--- config.mk ---
export PLATFORM = sky130hd
export DESIGN_NAME = t_excitation_decoder
export DESIGN_NICKNAME = d
export VERILOG_FILES = /design/src/rtl/t_excitation_decoder.sv
export SDC_FILE = /design/constraint.sdc
export NUM_CORES = 1
export LEC_CHECK = 0
export CORE_MARGIN = 3
export CORE_UTILIZATION = 50
export DETAILED_ROUTE_END_ITERATION = 10
export PLACE_DENSITY = 0.78
export SYNTH_ARGS = -nofsm -noshare
export SYNTH_HDL_FRONTEND = slang
export SYNTH_SLANG_ARGS = --single-unit
--- constraint.sdc ---
create_clock -name clk -period 4.06 [get_ports clk]
set_clock_uncertainty 0.1 [all_clocks]
set_input_delay 0.406 -clock clk [delete_from_list [all_inputs] [get_ports clk]]
set_output_delay 0.406 -clock clk [all_outputs]
set_load 0.01 [all_outputs]
--- src/rtl/t_excitation_decoder.sv ---
// T excitation decoder: recovers T = Q(n) ^ Q(n-1) from a sampled Q stream,
// packs bits LSB-first into words and queues them in a 2-entry buffer.
module t_excitation_decoder #(
  parameter int WIDTH = 8,
  parameter int CNT_W = 16
) (
  input  logic                       clk,
  input  logic                       rst_n,
  input  logic                       q_in,
  input  logic                       q_valid,
  input  logic                       flush,
  output logic [WIDTH-1:0]           t_word,
  output logic [$clog2(WIDTH+1)-1:0] t_bits,
  output logic                       t_valid,
  input  logic                       t_ready,
  output logic [CNT_W-1:0]           toggle_cnt,
  output logic                       overflow
);

  localparam int BW = $clog2(WIDTH+1);

  logic             q_prev;
  logic [BW-1:0]    bit_cnt;
  logic [BW-1:0]    cnt_eff;
  logic [WIDTH-1:0] sh;
  logic [WIDTH-1:0] sh_n;
  logic [WIDTH-1:0] mem_w [2];
  logic [BW-1:0]    mem_b [2];
  logic             rd;
  logic             wr;
  logic [1:0]       fcnt;
  logic             t;
  logic             done;
  logic             push;
  logic             pop;
  logic             full;
  logic             wr_ok;

  always_comb begin
    t       = q_in ^ q_prev;
    cnt_eff = bit_cnt + {{(BW-1){1'b0}}, q_valid};
    sh_n    = sh;
    if (q_valid) begin
      for (int i = 0; i < WIDTH; i++) begin
        if (BW'(i) == bit_cnt) sh_n[i] = t;
      end
    end
    done  = q_valid && (bit_cnt == BW'(WIDTH-1));
    push  = done || (flush && (cnt_eff != '0));
    full  = (fcnt == 2'd2);
    pop   = (fcnt != 2'd0) && t_ready;
    // A full buffer still takes a push when the head leaves this cycle
    wr_ok = push && (!full || pop);
    wr    = rd ^ fcnt[0];
  end

  always_ff @(posedge clk or negedge rst_n) begin
    if (!rst_n) begin
      q_prev     <= 1'b0;
      bit_cnt    <= '0;
      sh         <= '0;
      rd         <= 1'b0;
      fcnt       <= 2'd0;
      toggle_cnt <= '0;
      overflow   <= 1'b0;
      for (int i = 0; i < 2; i++) begin
        mem_w[i] <= '0;
        mem_b[i] <= '0;
      end
    end else begin
      if (q_valid) q_prev <= q_in;
      if (q_valid && t && (toggle_cnt != '1))
        toggle_cnt <= toggle_cnt + CNT_W'(1);
      if (push) begin
        bit_cnt <= '0;
        sh      <= '0;
      end else if (q_valid) begin
        bit_cnt <= cnt_eff;
        sh      <= sh_n;
      end
      if (wr_ok) begin
        mem_w[wr] <= sh_n;
        mem_b[wr] <= cnt_eff;
      end
      if (push && !wr_ok) overflow <= 1'b1;
      if (pop) rd <= ~rd;
      unique case ({wr_ok, pop})
        2'b10:   fcnt <= fcnt + 2'd1;
        2'b01:   fcnt <= fcnt - 2'd1;
        default: fcnt <= fcnt;
      endcase
    end
  end

  assign t_valid = (fcnt != 2'd0);
  assign t_word  = t_valid ? mem_w[rd] : '0;
  assign t_bits  = t_valid ? mem_b[rd] : '0;

endmodule
---- After elaboration in Yosys (flattened, before gate mapping) ----
Cells that the tools add are included.
word-level totals
  bits of input ports ..................... 6
  flip-flop bits (word level) ............. 57
cells by class
  bitwise logic cells ..................... 5
  equal/unequal tests ..................... 12
  add/subtract/negate cells ............... 4
  magnitude comparators ................... 3
  reductions and logical operators ........ 17
  muxes and demuxes ....................... 28
operators by type and width
  cell                     count
  $mux W8                  8
  $mux W4                  7
  $add A16 B1 Y16 const B  1
  $bwmux W16               1
  $eq A3 B4 Y1 const A     4
  $ne A16 B16 Y1 const B   1
  $bwmux W8                1
  $demux W8 S1             1
  $eq A2 B4 Y1 const A     2
  $logic_and A1 B1 Y1      8
  $mux W1                  8
  $reduce_bool A2 Y1       3
  $add A4 B1 Y4            1
  $demux W4 S1             1
  $eq A1 B4 Y1 const A     1
  $eq A2 B2 Y1 const B     2
  $eq A4 B3 Y1 const B     1
  $ge A2 B2 Y1 const B     2
  $logic_not A4 Y1         1
  $not A1 Y2               2
  $pmux W2 S2              1
  $reduce_bool A4 Y1       1
  $add A2 B1 Y2 const B    1
  $eq A2 B1 Y1 const B     1
  6 further kinds          9

---- Longest topological paths before layout ----
  word-level depth ........................ 7
  gate-level depth with buffers ........... 11
  gate-level depth less buffers ........... 10

---- Worst setup path before layout ----
Ideal clock, no wire load.
  kind .................................... input to register
  from .................................... in q_valid
  to ...................................... reg fcnt[1]
  stages on the path ...................... 9
  buffers on the path ..................... 1
  arrival ................................. 2.366 ns
  setup slack ............................. 1.515 ns
  cells stage by stage .................... ha_1 > ha_1 > o41ai_4 > nand2_1 > buf_2 > o21ai_0 > ha_1 > nor2_1 > xor2_1
between the ends
  cells in the longest elaborated chain, start to end .. 7
  elaborated cells on any way between the ends .. 10
  classes of those cells .................. 1 x add/sub; 2 x eq/ne; 1 x mux; 6 x reduce/logical
ends and longest elaborated chain
  element                                            RTL line  text
  start: declaration                                 10        input logic q_valid,
  $add A4 B1 Y4 (*)                                  41        cnt_eff = bit_cnt + {{(BW-1){1'b0}}, q_valid};
  net cnt_eff[1]                                     24        logic [BW-1:0] cnt_eff;
  $reduce_bool A4 Y1 (*)                             49        push = done || (flush && (cnt_eff != '0));
  $logic_and A1 B1 Y1 (*)                            49
  $logic_or A1 B1 Y1 (*)                             49
  $logic_and A1 B1 Y1 (*)                            53        wr_ok = push && (!full || pop);
  $eq A2 B1 Y1 or $eq A2 B2 Y1 (tied branches)       87        unique case ({wr_ok, pop})
  $pmux W2 S2 or $reduce_bool A2 Y1 (tied branches)  --
  end signal: assignment                             88        2'b10: fcnt <= fcnt + 2'd1;
  end signal: assignment                             89        2'b01: fcnt <= fcnt - 2'd1;
  end signal: assignment                             90        default: fcnt <= fcnt;
  end: declaration                                   31        logic [1:0] fcnt;
The timed path passes the listed nets; every way through them passes the cells marked *.
A chain may end at the register's enable or synchronous reset.

---- Worst setup path after layout ----
  from .................................... in q_valid
  to ...................................... reg mem_b[4] in the netlist's numbering
between the ends
  cells in the longest elaborated chain, start to end .. 5
  elaborated cells on any way between the ends .. 7
  classes of those cells .................. 1 x add/sub; 1 x mux; 5 x reduce/logical
ends and longest elaborated chain
  element                         RTL line  text
  $add A4 B1 Y4                   41
  $reduce_bool A4 Y1              49
  $logic_and A1 B1 Y1             49
  $logic_or A1 B1 Y1              49
  $logic_and A1 B1 Y1             53
  end signal: indexed assignment  83        mem_b[wr] <= cnt_eff;
  end: declaration                28        logic [BW-1:0] mem_b [2];
Several ways; a longest one is shown, not always the timed one.

==> results.json <==
{
  "h-tree-depth": 3,
  "setup_viol": 0,
  "period_share_pct": 74.55,
  "status": "completed",
  "ir_drop_v": 0.0004436,
  "port_buffers": 35,
  "post_cts_resized": 0,
  "synth_edf_count": 0,
  "cts_root_buf": "clkbuf_8",
  "num_vias": 1857,
  "max_slew.worst_pin.slew_ns": 1.026,
  "synth_area_mm2": 0.002972,
  "r2r_cells": 7,
  "synthFlopType": "dfrtp_1",
  "grt_pass1_wl_mm": 9.073,
  "post_drt_wl_per_cell_um": 14.52,
  "r2r_end": "mem_b[4]$_DFFE_PN0P_",
  "synth_area_leaders": "dfrtp_1 48%, mux2_4 10%, xor2_1 5.0%, mux2i_1 4.7%, mux2_2 4.5%",
  "die_area_mm2": 0.006904,
  "drive_gt1_share_pct": 22.06,
  "pin_count": 36,
  "finalMaxSlewViolations": 0,
  "grt_start_max_net_pins": 58,
  "synth.cells.most_frequent": "57 x dfrtp_1, 26 x nor2_1, 20 x mux2_4",
  "rows": 27,
  "track_usage_pct": 16.41,
  "cts_hold_buf": 0,
  "die_h_um": 83.09,
  "critical_path_class": "input port to flop",
  "fin_tns_setup_ns": 0,
  "fp.dieW_um": 83.09,
  "rrSetupSlack_ns": 1.19,
  "post-synth-top-count-cell": "dfrtp_1",
  "period_needed_ns": 3.027,
  "core_mm2": 0.005642,
  "globalplace.congestion": 0.8368,
  "cts_made_buffers": 9,
  "worstHoldPathType": "input port to async pin",
  "hold_ws_ns": 0.1081,
  "r2r_start": "bit_cnt[0]$_DFFE_PN0P_",
  "cts_buffer_depth": 2,
  "grt.overflow.total": 0,
  "p_per_area_mw_per_mm2": 584.8,
  "synth-seq-area-share_pct": 48.00,
  "worstPathArrival_ns": 3.14,
  "critical_path.max_fanout": 10,
  "syn_inst": 238,
  "grt_setup_unrepaired": "false",
  "synthToLayoutAreaGrowth_pct": 17.60,
  "grt_pass1_vias": 1884,
  "drc": 0,
  "antenna_found_initial": 0,
  "leakage_nw": 1.698,
  "cts_sinks": 57,
  "worstPathRequired_ns": 4.17,
  "yosysUniqueCellTypes": 46,
  "postRouteAntennaNets": 0,
  "hold_violations": 0,
  "nets": 286,
  "clk_pin_slew_ns": 0.06,
  "crit_path_start_kind": "input port",
  "initial_core_util_pct": 52.67,
  "crit_path_end_kind": "flop",
  "clock_insertion_delay_worst_skew_ns": 0.33,
  "diodes": 0,
  "async_flop_share_pct": 100.0,
  "drt_pass1_iterations": 4,
  "relSlewSlack_pct": 31.37,
  "yosysWarnings": 0,
  "fmax_ghz": 0.3304,
  "cts_tree": "done",
  "synth_area_leader_cell": "dfrtp_1",
  "dpl.hpwl_mm": 3.532,
  "drtIter0Drc": 61,
  "cap_violations": 0,
  "postCtsSetupBuffers": 0,
  "avgSynthCellArea_um2": 12.49,
  "synth_top_cell_area_share_pct": 48.00,
  "via_per_inst": 5.261,
  "wl_mm": 5.127,
  "synth_seq_cells": 57,
  "syn_nets": 248
}
[worst max-delay path by stage]
stage / startpoint / endpoint / slack, ns / depth (start not counted)
floorplan: q_valid / fcnt[1]$_DFFE_PN0P_ / 1.51 / 9
global placement: q_valid / mem_b[4]$_DFFE_PN0P_ / 0.75 / 9
detailed placement: q_valid / mem_b[5]$_DFFE_PN0P_ / 0.66 / 9
CTS: q_valid / mem_b[4]$_DFFE_PN0P_ / 1.03 / 9
global route: q_valid / mem_b[4]$_DFFE_PN0P_ / 0.85 / 9
finish: q_valid / mem_b[4]$_DFFE_PN0P_ / 1.03 / 9
[cell usage in the layout, fill, tap and decap left out, drive strengths merged, types with 4 or more instances in the layout]
master	netlist	layout
dfrtp	57	57
mux2	35	35
clkdlybuf4s50	0	34
nor2	26	26
xor2	17	17
mux2i	14	14
nand2	14	14
clkbuf	2	13
nor2b	8	8
nand3	6	6
buf	10	5
nor3b	4	4
nor3	4	4
and4	4	4
ha	4	4
xnor2	4	4
[worst max-delay path, cell delays in order]
cell and delay [ns]:
clkdlybuf4s50_1 0.46, buf_4 0.16, ha_1 0.25, ha_1 0.20
xor2_1 0.36, o41ai_4 0.13, a21oi_2 0.60, buf_4 0.26
mux2_4 0.30
[registers in the layout, summed over array words and instances, names as in the netlist]
register    cells
mem_w          16
toggle_cnt     16
mem_b           8
sh              8
bit_cnt         4
fcnt            2
overflow        1
q_prev          1
rd              1
[metrics by stage]
step / total power [mW] / setup WS (ns) / cells / instance area, µm² / util [%]
after global routing: 2.176 / 0.8544 / 353 / 3495 / 61.94
final: 2.044 / 1.033 / 353 / 3495 / 61.94
after floorplan: 1.388 / 1.515 / 238 / 2972 / -
after global placement: 1.575 / 0.7462 / 337 / 3321 / 58.86
after CTS: 2.075 / 1.030 / 353 / 3495 / 61.94
after detailed placement: 1.598 / 0.6650 / 337 / 3321 / 58.86
[metal layers]
| metal | GRT usage, % | share of wire (%) | wire length (µm) | vias up |
|---|---|---|---|---|
| met1 | 21.99 | 48 | 2478 | 895 |
| met2 | 24.05 | 45 | 2301 | 44 |
| met4 | 8.915 | 2.7 | 140 | 0 |
| li1 | - | - | - | 903 |
| met5 | 0 | 0 | 0 | - |
| met3 | 4.563 | 4.0 | 206 | 15 |
[cell families after synthesis]
group           Yosys count  share of synthesized area [%]
xor+xnor                 21                          6.442
compound gates            8                          2.948
buf+inv                  13                          4.042
mux                      49                          20.51
flops                    57                          48.00
fa+ha+maj                 4                          1.684
simple gates             86                          16.38
[power by group]
part | internal [mW] | leakage [nW] | switching, mW | total (mW)
sequential | 0.697 | 0.760 | 0.153 | 0.850
combinational | 0.422 | 0.845 | 0.308 | 0.730
clock | 0.252 | 0.0932 | 0.212 | 0.464
total | 1.37 | 1.70 | 0.674 | 2.04
[layout make-up]
cell class | instances | area (µm²)
tap | 72 | 90.09
sequential | 57 | 1426
multi-input combinational | 168 | 1425
inverter | 1 | 3.754
clock inverter | 3 | 15.01
timing repair buffer | 39 | 375.4
clock buffer | 13 | 158.9
fill | 453 | 2147
No activity file was read; power rests on OpenSTA's default activity.
